<file path="src/rtl/cmp_share_pkg.sv">
// Shared types and constants for the shared equality-compare arbiter.
package cmp_share_pkg;

   typedef enum logic [1:0] {
      IDLE = 2'd0,
      CMP  = 2'd1,
      RESP = 2'd2
   } state_t;

   localparam logic REQ_BR   = 1'b0;
   localparam logic REQ_TRAP = 1'b1;

endpackage

</file>
<file path="src/rtl/cmp_share_arb_rr_arb2.sv">
// Two-input round-robin grant; the pointer moves past the winner when upd is high.
module rr_arb2
   import cmp_share_pkg::*;
(
   input  logic       clk,
   input  logic       rst_n,
   input  logic [1:0] req,
   input  logic       upd,
   output logic [1:0] gnt
);

   logic ptr;

   always_comb begin
      gnt = req;
      if (req == 2'b11) begin
         gnt = (ptr == REQ_TRAP) ? 2'b10 : 2'b01;
      end
   end

   always_ff @(posedge clk or negedge rst_n) begin
      if (!rst_n) begin
         ptr <= REQ_BR;
      end else if (upd) begin
         ptr <= gnt[1] ? REQ_BR : REQ_TRAP;
      end
   end

endmodule

</file>
<file path="src/rtl/cmp_share_arb.sv">
// One 32-bit equality comparator shared by the branch unit and the trap unit.
module cmp_share_arb
   import cmp_share_pkg::*;
#(
   parameter int unsigned WIDTH = 32
) (
   input  logic             clk,
   input  logic             rst_n,
   input  logic             req0_valid,
   input  logic [WIDTH-1:0] req0_a,
   input  logic [WIDTH-1:0] req0_b,
   input  logic             req0_ne,
   output logic             req0_ready,
   input  logic             req1_valid,
   input  logic [WIDTH-1:0] req1_a,
   input  logic [WIDTH-1:0] req1_b,
   input  logic             req1_ne,
   output logic             req1_ready,
   input  logic             flush,
   output logic             rsp_valid,
   output logic             rsp_id,
   output logic             rsp_result,
   input  logic             rsp_ready,
   output logic             busy
);

   state_t           state_q, state_d;
   logic [1:0]       gnt;
   logic             accept;
   logic [WIDTH-1:0] a_q, b_q;
   logic             ne_q, id_q;
   logic             rsp_id_q, rsp_result_q;

   rr_arb2 u_arb (
      .clk   (clk),
      .rst_n (rst_n),
      .req   ({req1_valid, req0_valid}),
      .upd   (accept),
      .gnt   (gnt)
   );

   assign req0_ready = (state_q == IDLE) && gnt[0] && !flush;
   assign req1_ready = (state_q == IDLE) && gnt[1] && !flush;
   assign accept     = req0_ready || req1_ready;

   always_ff @(posedge clk or negedge rst_n) begin
      if (!rst_n) begin
         state_q <= IDLE;
      end else begin
         state_q <= state_d;
      end
   end

   always_comb begin
      state_d = state_q;
      case (state_q)
         IDLE:    if (accept) state_d = CMP;
         CMP:     state_d = RESP;
         RESP:    if (rsp_ready) state_d = IDLE;
         default: state_d = IDLE;
      endcase
      if (flush) begin
         state_d = IDLE;
      end
   end

   always_ff @(posedge clk or negedge rst_n) begin
      if (!rst_n) begin
         a_q          <= '0;
         b_q          <= '0;
         ne_q         <= 1'b0;
         id_q         <= REQ_BR;
         rsp_id_q     <= REQ_BR;
         rsp_result_q <= 1'b0;
      end else if (flush) begin
         a_q  <= '0;
         b_q  <= '0;
         ne_q <= 1'b0;
         id_q <= REQ_BR;
      end else begin
         if (accept) begin
            a_q  <= gnt[1] ? req1_a  : req0_a;
            b_q  <= gnt[1] ? req1_b  : req0_b;
            ne_q <= gnt[1] ? req1_ne : req0_ne;
            id_q <= gnt[1] ? REQ_TRAP : REQ_BR;
         end
         if (state_q == CMP) begin
            rsp_result_q <= (a_q == b_q) ^ ne_q;
            rsp_id_q     <= id_q;
         end
      end
   end

   assign rsp_valid  = (state_q == RESP);
   assign rsp_id     = rsp_id_q;
   assign rsp_result = rsp_result_q;
   assign busy       = (state_q != IDLE);

endmodule

</file>
<file path="config.mk">
export PLATFORM = sky130hd
export DESIGN_NAME = cmp_share_arb
export DESIGN_NICKNAME = d
export VERILOG_FILES = /design/src/rtl/cmp_share_pkg.sv /design/src/rtl/cmp_share_arb_rr_arb2.sv /design/src/rtl/cmp_share_arb.sv
export SDC_FILE = /design/constraint.sdc
export NUM_CORES = 1
export LEC_CHECK = 0
export ABC_AREA = 1
export CAP_MARGIN = 15
export CORE_MARGIN = 2
export CORE_UTILIZATION = 40
export CTS_CLUSTER_SIZE = 25
export DETAILED_ROUTE_END_ITERATION = 7
export DONT_BUFFER_PORTS = 1
export GPL_TIMING_DRIVEN = 0
export REMOVE_ABC_BUFFERS = 1
export SYNTH_ARGS = -nofsm -noshare
export SYNTH_HDL_FRONTEND = slang
export SYNTH_SLANG_ARGS = --single-unit
</file>
<file path="constraint.sdc">
create_clock -name clk -period 2.9 [get_ports clk]
set_clock_uncertainty 0.15 [all_clocks]
set_input_delay 0.435 -clock clk [delete_from_list [all_inputs] [get_ports clk]]
set_output_delay 0.435 -clock clk [all_outputs]
set_load 0.01 [all_outputs]
</file>
Word-level counts from Yosys, hierarchy flattened
Index checks and enable logic that the tools add are counted.
{"block": "totals", "inputBits": 136, "reg_bits": 71, "output_inout_bits": 6, "word_cells": 46}
{"block": "classes", "n_reduce_logical": 11, "n_mux": 19, "n_eq_ne": 6, "bitwise_logic": 2}
{"cell": "$mux 32", "n": 6}
{"cell": "$eq 32x32->1", "n": 1}
{"cell": "$mux 2", "n": 5}
{"cell": "$mux 1", "n": 7}
{"cell": "$pmux 2 s3", "n": 1}
{"cell": "$eq 2x2->1 const B", "n": 2}
{"cell": "$logic_and 1x1->1", "n": 4}
{"cell": "$reduce_and 2->1", "n": 2}
{"cell": "$reduce_bool 2->1", "n": 2}
{"cell": "$ne 3x2->1 const B", "n": 1}
{"cell": "$ne 3x3->1 const B", "n": 1}
{"cell": "$eq 2x1->1 const B", "n": 1}
{"cell": "$logic_not 2->1", "n": 1}
{"cell": "$logic_not 1->1", "n": 1}
{"cell": "$logic_or 1x1->1", "n": 1}
{"cell": "$not 1->1", "n": 1}
{"cell": "$xor 1x1->1", "n": 1}

Logic depth before layout (Yosys ltp)
Gate-level depths: netlist of the first run.
{"block": "depth", "ltp_word": 8, "ltp_mapped": 11, "ltp_nobuf": 11}

By module
From an unflattened synthesis of the first run, not the netlist that was laid out.
{"block": "unflattened", "hier_cells": 479, "area_unflattened_um2": 4051.4}
{"mod": "cmp_share_arb", "cells_each": 469, "seq_area_each_um2": 1751.7, "area_each_um2": 3990.1, "instances": 1}
{"mod": "rr_arb2", "cells_each": 10, "seq_area_each_um2": 25.0, "area_each_um2": 61.3, "instances": 1}

Worst setup path before layout of the first run
Ideal clock, no wire load.
{"block": "synth_timing", "kind": "input port to flip-flop", "start": "in req1_valid", "end": "reg a_q[0]", "setup_ns": 0.092, "stages": 8, "path_buffers": 2, "slack_ns": 1.359, "t_required_ns": 2.658, "arrival_time_ns": 1.299, "cell_sequence": "inv_1 a21oi_4 nand2_1 nand3_2 inv_2 buf_6 buf_4 o31ai_2"}
{"block": "synth_between", "elab_chain_cells": 6, "word_cells_on_any_way": 11, "classes_between": "1 x eq/ne; 4 x mux; 6 x reduce/logical"}
{"element": "from (decl)", "line_no": "cmp_share_arb.sv:14", "text": "input logic req1_valid,"}
{"element": "$eq 2x2->1", "line_no": "cmp_share_arb_rr_arb2.sv:16", "text": "if (req == 2'b11) begin"}
{"element": "$mux 2 *", "line_no": "cmp_share_arb_rr_arb2.sv:16"}
{"element": "$logic_and 1x1->1 (on tied branches) (2 in a row)", "line_no": "cmp_share_arb.sv:42, cmp_share_arb.sv:43"}
{"element": "$logic_or 1x1->1", "line_no": "cmp_share_arb.sv:44", "text": "assign accept = req0_ready || req1_ready;"}
{"element": "$reduce_bool 2->1 (no line)"}
{"element": "to (signal assigned)", "line_no": "cmp_share_arb.sv:82", "text": "a_q <= gnt[1] ? req1_a : req0_a;"}
{"element": "to (decl)", "line_no": "cmp_share_arb.sv:30", "text": "logic [WIDTH-1:0] a_q, b_q;"}
Every way passes the cells marked *; elsewhere a longest branch is shown, timed or not. The select of a mux whose other input is x is not followed.
A chain may end at the register's enable or synchronous reset.

Worst setup path in the final report of the first run
{"block": "layout_timing", "start": "reg u_arb.ptr", "end": "reg b_q[30]"}
{"block": "layout_between", "elab_chain_cells": 6, "word_cells_on_any_way": 11, "classes_between": "5 x mux; 6 x reduce/logical"}
{"element": "from (decl)", "line_no": "cmp_share_arb_rr_arb2.sv:12", "text": "logic ptr;"}
{"element": "from (signal assigned)", "line_no": "cmp_share_arb_rr_arb2.sv:25", "text": "ptr <= gnt[1] ? REQ_BR : REQ_TRAP;"}
{"element": "$mux 2 *", "line_no": "cmp_share_arb_rr_arb2.sv:17", "text": "gnt = (ptr == REQ_TRAP) ? 2'b10 : 2'b01;"}
{"element": "$mux 2 *", "line_no": "cmp_share_arb_rr_arb2.sv:16"}
{"element": "$logic_and 1x1->1 (on tied branches) (2 in a row)", "line_no": "cmp_share_arb.sv:42, cmp_share_arb.sv:43"}
{"element": "$logic_or 1x1->1", "line_no": "cmp_share_arb.sv:44"}
{"element": "$reduce_bool 2->1 (no line)"}
{"element": "to (signal assigned)", "line_no": "cmp_share_arb.sv:83", "text": "b_q <= gnt[1] ? req1_b : req0_b;"}
{"element": "to (decl)", "line_no": "cmp_share_arb.sv:30"}
Marks and branches as above.

==> results of run 1 <==
[sequential cells by signal, indices dropped and copies added (netlist names)]
name / count
a_q: 32
b_q: 32
state_q: 2
id_q: 1
ne_q: 1
rsp_id: 1
rsp_result: 1
u_arb.ptr: 1
[worst max-delay path, cell delays in order (launching register included)]
cell	delay [ns]
dfrtp_1	0.39
inv_2	0.15
a21oi_4	0.17
buf_16	0.21
nand2_1	0.13
nand3_2	0.11
inv_4	0.53
buf_16	0.35
nand2_1	0.12
o31ai_2	0.07
[cell families (layout without fill, tap and decap cells)]
family | count (synthesis) | count (layout)
XOR/XNOR | 19 | 19
AND/OR/NAND/NOR | 240 | 240
buffers and inverters | 73 | 59
AO/OA/AOI/OAI | 137 | 138
flip-flops | 71 | 71
[Yosys cell counts]
| cell type | count |
|---|---|
| buf_4 | 3 |
| o21ai_1 | 1 |
| o31ai_2 | 35 |
| xnor2_1 | 19 |
| o31ai_1 | 30 |
| clkbuf_1 | 10 |
| nand3_1 | 3 |
| nor2_1 | 88 |
| buf_6 | 4 |
| a21oi_4 | 1 |
| buf_2 | 17 |
| nor2_2 | 1 |
| dfrtp_1 | 71 |
| buf_1 | 1 |
| o21ai_0 | 67 |
| inv_2 | 2 |
| o211ai_2 | 1 |
| nand3_2 | 1 |
| inv_1 | 36 |
| a21oi_1 | 2 |
| nand2_1 | 147 |
[where the power goes]
group	leakage (uW)	total [uW]	switching, uW	internal, uW
Clock	0.0000850	678	353	325
Sequential	0.000913	1340	148	1190
Combinational	0.000945	1030	650	376
Total	0.00194	3050	1150	1900
[layer usage]
metal,vias to the layer above,part of all wire
met4,0,0.011
met2,119,0.43
met3,10,0.072
met1,1560,0.48
li1,1738,-
met5,-,0
[how the worst min path moves through the flow]
stage                     startpoint                     end  slack, ns  cells after the start
after floorplan                rst_n      a_q[0]$_DFFE_PN0P_      -0.01                      0
after global placement         rst_n     b_q[21]$_DFFE_PN0P_     -0.008                      0
after detailed placement       rst_n     b_q[21]$_DFFE_PN0P_     -0.008                      0
after CTS                  rsp_ready  state_q[1]$_DFFE_PN0P_       0.04                      1
after global routing       rsp_ready  state_q[1]$_DFFE_PN0P_       0.06                      1
final                      rsp_ready  state_q[1]$_DFFE_PN0P_       0.06                      1
[cell type report]
cell class,instances,share of cell area
clock buffers,11,0.0313
multi-input cells,397,0.472
well taps,136,0.0377
flip-flops and latches,71,0.393
repair buffers,6,0.0288
inverters,38,0.0321
clock inverters,4,0.00499
[through the flow]
step	TNS [ns]	area, um^2	cells	utilization	hold slack [ns]
floorplan	-13.21	4040	505	-	-0.0106
global placement	-76.21	4210	641	0.408	-0.00828
detailed placement	0	4300	644	0.416	-0.00837
CTS	0	4510	662	0.437	0.0422
global route	0	4520	663	0.438	0.0647
finish	0	4520	663	0.438	0.0591
[repair_timing]
item	CTS	global route
hold buffers	3	0
endpoints found under the hold margin	72	0
setup endpoints to repair	0	6
[layout by cell type (no fill, tap or decap), types with 2 or more instances in the layout]
cell type,instances
nand2_1,147
nor2_1,88
dfrtp_1,71
o21ai_0,67
o31ai_2,35
inv_1,34
o31ai_1,30
xnor2_1,19
clkbuf_8,10
buf_16,4
inv_2,3
nand3_1,3
clkinv_2,3
a21oi_1,2
dlygate4sd3_1,2
==> results by group, run 1 <==
Status
  • Outcome: completed

Timing
  • Fmax: just under 400 MHz
  • Final worst slack: roughly 0.35 ns
  • Count of final max-slew check failures: 0
  • RSZ-0062 raised after global routing: no
  • Worst slew pin tran: a little under 1 ns
  • Fin. Hold Viols: 0
  • Count of final setup violators: 0
  • Slew headroom: 0.358
  • Final worst path period need: between 2 and 3 ns
  • Final period util: 0.879

Drt
  • Via count: about 3400
  • DR DRC count: 0
  • Final ANT Viol Nets: 0
  • Final WL: ~10 mm
  • Wirelength per Cell: 15.2 um
  • Pre-antenna DRT Iters: 4
  • DR vias/cell: 5.17
  • DRT iter0 DRCs: 259

Worst setup path
  • Critical Path Source Type: flop
  • Worst setup path category: flop to flop
  • Crit. End Element: flop
  • Reg2Reg Setup Slack: about 0.35 ns
  • Crit path to: b_q[30]$_DFFE_PN0P_
  • Critical Path Source: u_arb.ptr$_DFFE_PN0P_
  • Critical path arrival: around 2.6 ns
  • Reg2reg path depth: 9
  • RR Startpoint: u_arb.ptr$_DFFE_PN0P_
  • Crit-path max FO: between 70 and 80
  • R2r endpoint: b_q[30]$_DFFE_PN0P_
  • WP data required: ~3.0 ns

GRT
  • Busiest grt layer: met2
  • Gr ovfl total: 0
  • Initial antenna violation count: 0
  • Grt met1 use: 0.249
  • Largest net degree at the start of global routing: 73
  • M2 GR Usage: 0.267
  • Gr usage total: 0.175
  • First-pass GRT wire length: 15.8 mm
  • Number of global-route vias before repair: 3252
  • GR Layer Usage met3: 0.0365

Clock network
  • TritonCTS clock tree: yes
  • CTS resizes: 0
  • Max Buffers Root-to-Sink: 2
  • CTS Sinks: 71
  • # H-tree levels: 3
  • Postcts setup bufs: 0
  • Worst-path clk slew: 0.07 ns
  • Worst-Skew Late Latency: about 0.33 ns
  • CTS buffer count: 9
  • Root buffer cell: clkbuf_8

Synth
  • Synth Area in Compound Gates: 0.246
  • Cell taking the most area after synthesis: dfrtp_1
  • Synthesized instance count: 540
  • Yosys reg bits: 71
  • Area contributors post-synth: dfrtp_1 (42%), nand2_1 (13%), o31ai_2 (10%), o21ai_0 (7.9%), nor2_1 (7.8%)
  • Post-synthesis mux area share: 0
  • Sequential-to-total area share from yosys stat: 0.419
  • Largest family of logic cells by synthesized area: compound AO/OA/AOI/OAI gates
  • Yosys top cell area share: 0.419
  • Post-Synth Adder-Cell Area: 0
  • Mapped cell area: between 4000 and 5000 um^2
  • Post-synthesis simple-gate area fraction: 0.216
  • Mean Syn Cell Area: 7.84 um^2
  • Cell variety after synth: 21
  • Yosys warnings: 0
  • Fraction of synthesized cell area in xor and xnor cells: 0.0393

Run
  • Max Cap Viol: 0

Finish
  • Diode count: 0
  • Multi-input logic area: 2130 um^2
  • Register Area: about 1800 um^2
  • Fin nets: 659
  • Filler cell count: ~1100
  • Synthesis-to-finish area growth: 6.65%
  • Layout cells sized above 1: 0.118

Place
  • HPWL after detailed placement: about 6.8 mm
  • GP Congestion: between 0.7 and 0.8
  • Worst slack at placement: 0.129 ns
  • Port bufs: 0

Floorplan
  • Num rows: 37
  • Number of I/O pins: 142
  • Die area: 11400 um^2
  • Initial core utilization: 0.410
  • Die H: roughly 110 um
  • Core Area: about 10000 um^2
  • Chip width: 107 um

Worst hold path
  • Type of the most critical hold path: input pin to flop

Power and ir drop
  • Pwr Density: 674 nW/um^2
  • VDD IR-drop max: approximately 0.32 mV
  • Leakage power: between 0.0015 and 0.002 uW
  • Tot Pwr: between 3000 and 4000 uW
(Power assumes the default switching activity.)
==> run 2, diff against run 1 <==
==> constraint.sdc (replaced) <==
create_clock -name clk -period 2.5 [get_ports clk]
set_clock_uncertainty 0.15 [all_clocks]
set_input_delay 0.375 -clock clk [delete_from_list [all_inputs] [get_ports clk]]
set_output_delay 0.375 -clock clk [all_outputs]
set_load 0.02 [all_outputs]
==> results by group, run 2 (synthesis gave the netlist of run 1 again) <==
Status
  • Outcome: completed

Place
  • Worst slack at placement: -0.211 ns (-0.340 ns)
  • Port bufs: 0 (unchanged)
  • HPWL after detailed placement: 6.82 mm (unchanged)
  • GP Congestion: 0.732 (unchanged)

Run
  • Max Cap Viol: 0 (unchanged)

Worst setup path
  • Crit-path cells: inv_2 > a21oi_4 > buf_16 > nand2_1 > nand3_2 > inv_8 > buf_16 > nand2_1 > o31ai_2
  • Reg2reg path depth: 9 (unchanged)
  • Slowest CP cell: dfrtp_1
  • Worst setup path category: flop to flop
  • Reg2Reg Setup Slack: 0.22 ns (-0.13 ns)
  • Critical path arrival: 2.36 ns (-0.28 ns)
  • R2r endpoint: a_q[30]$_DFFE_PN0P_
  • Critical Path Source Type: flop
  • Crit path to: a_q[30]$_DFFE_PN0P_
  • Critical Path Source: u_arb.ptr$_DFFE_PN0P_
  • Slowest stage delay, CP: 0.39 ns (-0.14 ns)
  • Crit. End Element: flop
  • WP data required: 2.59 ns (-0.40 ns)
  • RR Startpoint: u_arb.ptr$_DFFE_PN0P_
  • Crit-path max FO: 72 (unchanged)

Timing
  • Fin Setup TNS: 0 ns (unchanged)
  • WHS: 0.0834 ns (+0.0243 ns)
  • Slew headroom: 0.361 (+0.00298)
  • Fin. Hold Viols: 0 (unchanged)
  • Final period util: 0.910 (+0.0311)
  • Count of final max-slew check failures: 0 (unchanged)
  • Final worst path period need: 2.28 ns (-0.274 ns)
  • Worst slew pin tran: 0.957 ns (-0.00446 ns)
  • Fmax: 439 MHz (+12%)
  • RSZ-0062 raised after global routing: no
  • Final worst slack: 0.224 ns (-0.126 ns)
  • Count of final setup violators: 0 (unchanged)

Finish
  • Layout cells sized above 1: 0.119 (+0.00145)
  • Biggest registers after layout: a_q x32, b_q x32, state_q x2
  • Synthesis-to-finish area growth: 7.18%
  • Fin nets: 661 (+0.30%)
  • Diode count: 0 (unchanged)
  • Filler cell count: 1056 (+0.095%)
  • Commonest non-fill, non-tap cells in the layout: nand2_1 (147), nor2_1 (88), dfrtp_1 (71)
  • Core Util, Final: 0.440 (+0.00218)
  • Commonest non-fill, non-tap cell in the layout: nand2_1

Floorplan
  • Num rows: 37 (unchanged)
  • Initial core utilization: 0.410 (unchanged)
  • Die H: 107 um (unchanged)
  • Core Area: 10300 um^2 (unchanged)
  • Die area: 11400 um^2 (unchanged)
  • Number of I/O pins: 142 (unchanged)
  • Chip width: 107 um (unchanged)

Clock network
  • TritonCTS clock tree: yes
  • Worst-path clk slew: 0.08 ns (about the same)
  • # H-tree levels: 3 (unchanged)
  • CTS buffer count: 9 (unchanged)
  • Max Buffers Root-to-Sink: 2 (unchanged)
  • Root buffer cell: clkbuf_8
  • Worst-Skew Late Latency: 0.33 ns (about the same)
  • CTS Sinks: 71 (unchanged)

Drt
  • Pre-antenna DRT Iters: 4 (unchanged)
  • DR DRC count: 0 (unchanged)
  • Via count: 3457 (+0.88%)
  • DRT iter0 DRCs: 232 (-10%)
  • Final WL: 10.1 mm (+0.40%)
  • Wirelength per Cell: 15.2 um (about the same)
  • DR vias/cell: 5.20 (+0.57%)
  • Final ANT Viol Nets: 0 (unchanged)

GRT
  • Largest net degree at the start of global routing: 73 (unchanged)
  • Initial antenna violation count: 0 (unchanged)
  • Number of global-route vias before repair: 3287 (+1.1%)
  • Gr ovfl total: 0 (unchanged)
  • Gr usage total: 0.183 (+0.00842)
  • First-pass GRT wire length: 16.3 mm (+3.5%)

Power and ir drop
  • Tot Pwr: 3560 uW (+17%)
  • Pwr Density: 784 nW/um^2 (+16%)
  • Leakage power: 0.00195 uW (+0.54%)
  • VDD IR-drop max: 0.333 mV (+5.2%)

Worst hold path
  • Type of the most critical hold path: input pin to flop
  • Hold depth: 2 (+1)
[run 2: cell type report]
type                            instances  area (um^2)  area share
Sequential cell                        71         1780       0.391
Multi-Input combinational cell        397         2130       0.469
Timing Repair Buffer                    8          148      0.0325
Tap cell                              136          170      0.0375
Clock buffer                           11          141      0.0311
Inverter                               38          150      0.0331
Clock inverter                          4         22.5     0.00496
[run 2: worst max-delay path: cells and delay by family (launching register included)]
| family | cells | cell delay (ns) |
|---|---|---|
| AND/OR/NAND/NOR | 3 | 0.40 |
| AO/OA/AOI/OAI | 2 | 0.18 |
| buffers and inverters | 4 | 1.00 |
| flip-flops | 1 | 0.39 |
[run 2: worst min path at each step]
| stage | slack, ns | to | from |
|---|---|---|---|
| after global routing | 0.08 | state_q[0]$_DFFE_PN0P_ | req0_valid |
| after floorplan | -0.07 | a_q[0]$_DFFE_PN0P_ | rst_n |
| after CTS | 0.06 | state_q[0]$_DFFE_PN0P_ | req0_valid |
| after detailed placement | -0.07 | b_q[21]$_DFFE_PN0P_ | rst_n |
| final | 0.08 | state_q[0]$_DFFE_PN0P_ | req0_valid |
| after global placement | -0.07 | b_q[21]$_DFFE_PN0P_ | rst_n |
[run 2: routing by layer]
layer	share of wire	vias up	track usage	wire (um)
met5	0	-	0	0
met4	0.011	0	0.0529	115
met3	0.074	10	0.0359	744
met2	0.44	122	0.274	4420
met1	0.48	1581	0.268	4820
li1	-	1744	-	-
[run 2: through the flow]
step / std cells / area [um^2]
2_1_floorplan: 505 / 4040
3_3_place_gp: 641 / 4210
3_5_place_dp: 644 / 4300
4_1_cts: 665 / 4530
5_1_grt: 665 / 4540
6_report: 665 / 4540
[run 2: power breakdown]
part | internal (uW) | switching (uW)
combinational | 442 | 767
sequential | 1390 | 182
clock | 377 | 408
total | 2200 | 1360
[run 2: repair_timing]
action                     in CTS  in global routing
hold buffers                    4                  0
resized for setup               0                  2
setup buffers                   1                  0
pin swaps                       1                  0
setup endpoints to repair      37                 36
hold endpoints to repair       73                  0
gates cloned                    1                  0
==> run 3, diff against run 2 <==
- DONT_BUFFER_PORTS: 1 -> default
- PLACE_DENSITY: default -> 0.72
==> results by group, run 3 (synthesis gave the netlist of run 1 again) <==
Floorplan
  • Number of I/O pins: 142 (unchanged)
  • Die area: 11400 um^2 (unchanged)
  • Core Area: 10300 um^2 (unchanged)
  • Chip width: 107 um (unchanged)
  • Initial core utilization: 0.410 (unchanged)
  • Num rows: 37 (unchanged)
  • Die H: 107 um (unchanged)

Finish
  • Commonest non-fill, non-tap cell in the layout: nand2_1
  • Layout cells sized above 1: 0.0990 (-0.0201)
  • Filler cell count: 950 (-10%)
  • Diode count: 0 (unchanged)
  • Commonest non-fill, non-tap cells in the layout: nand2_1 (147), clkdlybuf4s50_1 (138), nor2_1 (88)
  • Synthesis-to-finish area growth: 40.3%
  • Biggest registers after layout: a_q x32, b_q x32, state_q x2
  • Fin cells: 803 (+21%)
  • Fin nets: 798 (+21%)
  • Fin area: 5940 um^2 (+31%)

Place
  • Placed cell area: 5700 um^2 (+33%)
  • GP Congestion: 0.749 (+2.4%)
  • HPWL after detailed placement: 7.46 mm (+9.4%)
  • Port bufs: 141 (+141)
  • Placed Instances: 785 (+22%)

Worst hold path
  • Type of the most critical hold path: input pin to async pin

Drt
  • Wirelength per Cell: 13.5 um (-11%)
  • DR vias/cell: 4.90 (-5.8%)
  • Via count: 3931 (+14%)
  • Final WL: 10.8 mm (+7.0%)
  • Final ANT Viol Nets: 0 (unchanged)
  • DR DRC count: 0 (unchanged)
  • DRT iter0 DRCs: 202 (-13%)
  • Pre-antenna DRT Iters: 5 (+1)

Timing
  • Fin Setup TNS: 0 ns (unchanged)
  • Final worst path period need: 2.38 ns (+0.0996 ns)
  • Count of final setup violators: 0 (unchanged)
  • Fmax: 421 MHz (-4.2%)
  • Slew headroom: 0.417 (+0.0559)
  • Count of final max-slew check failures: 0 (unchanged)
  • Fin. Hold Viols: 0 (unchanged)
  • WHS: 0.00495 ns (-0.0785 ns)
  • RSZ-0062 raised after global routing: no
  • Final period util: 0.950 (+0.0398)
  • Worst slew pin tran: 0.875 ns (-0.0825 ns)

GRT
  • Number of global-route vias before repair: 3877 (+18%)
  • Largest net degree at the start of global routing: 72 (-1.4%)
  • Initial antenna violation count: 0 (unchanged)
  • Gr ovfl total: 0 (unchanged)
  • Gr usage total: 0.196 (+0.0126)
  • First-pass GRT wire length: 17.8 mm (+9.4%)

Power and ir drop
  • Tot Pwr: 4020 uW (+13%)
  • VDD IR-drop max: 0.291 mV (-13%)
  • Pwr Density: 676 nW/um^2 (-14%)
  • Leakage power: 0.00251 uW (+29%)

Worst setup path
  • Crit. End Element: primary output
  • WP data required: 1.98 ns (-0.61 ns)
  • Critical path arrival: 1.85 ns (-0.51 ns)
  • Crit-path max FO: 3 (-96%)
  • Critical Path Source Type: input pin
  • Worst setup path category: input pin to primary output

Clock network
  • Root buffer cell: clkbuf_8
  • CTS Sinks: 71 (unchanged)
  • # H-tree levels: 3 (unchanged)
  • TritonCTS clock tree: yes
  • Max Buffers Root-to-Sink: 2 (unchanged)
  • Worst-Skew Late Latency: 0.34 ns (about the same)
  • CTS buffer count: 9 (unchanged)
  • Worst-path clk slew: 0.07 ns (about the same)

Status
  • Outcome: completed

Run
  • Max Cap Viol: 0 (unchanged)
run 3: cell types whose count changed in the layout (fill, tap and decap cells not counted), moves of 2 or more:
cell	before	now
dlygate4sd3_1	3	0
dlygate4sd2_1	0	2
bufinv_16	0	2
buf_16	4	2
clkdlybuf4s50_1	0	138
run 3: power by group:
part / internal [uW] / switching (uW)
combinational: 647 / 809
sequential: 1390 / 165
clock: 585 / 427
total: 2620 / 1400
run 3: timing repair:
| action | CTS | global route |
|---|---|---|
| cloned | 1 | 0 |
| setup endpoints to repair | 45 | 36 |
| buffers inserted | 1 | 0 |
| pin swaps | 1 | 0 |
| resized for setup | 4 | 3 |
| hold buffers | 0 | 0 |
run 3: critical path, cell delays in order:
cell and delay, ns:
clkdlybuf4s50_1 0.41, inv_2 0.15, o211ai_2 0.14, nor2_1 0.15, clkdlybuf4s50_1 0.62
run 3: through the flow:
stage          setup WS (ns)   util
6_report               0.125  0.576
5_1_grt               0.0261  0.576
4_1_cts               0.0213  0.575
3_5_place_dp          -0.711  0.552
3_3_place_gp           -2.04  0.545
2_1_floorplan         -0.567      -
run 3: worst paths after layout:
kind                                       start             endpoint  slack [ns]  depth (start not counted)
min in group clk              rsp_id$_DFFE_PN0P_   rsp_id$_DFFE_PN0P_        0.34                          2
min reg2reg                   rsp_id$_DFFE_PN0P_   rsp_id$_DFFE_PN0P_        0.34                          2
max in group asynchronous                  rst_n   a_q[0]$_DFFE_PN0P_        1.64                          1
min                                        rst_n  b_q[19]$_DFFE_PN0P_       0.005                          1
max                                   req1_valid           req0_ready        0.12                          5
max reg2reg                u_arb.ptr$_DFFE_PN0P_   a_q[8]$_DFFE_PN0P_        0.35                          7
run 3: final cells by class:
cell class | count | area [um^2] | share of cell area
clock buffers | 10 | 138 | 0.0232
clock inverters | 6 | 83.8 | 0.0141
inverters | 38 | 155 | 0.0261
multi-input cells | 397 | 2130 | 0.359
flip-flops and latches | 71 | 1780 | 0.299
well taps | 136 | 170 | 0.0286
repair buffers | 145 | 1490 | 0.251
run 3: metal layers:
metal / track usage / part of all wire / vias up
li1: - / - / 2020
met1: 0.249 / 0.45 / 1775
met2: 0.331 / 0.48 / 119
met3: 0.0413 / 0.058 / 17
met4: 0.0668 / 0.018 / 0
met5: 0 / 0 / -
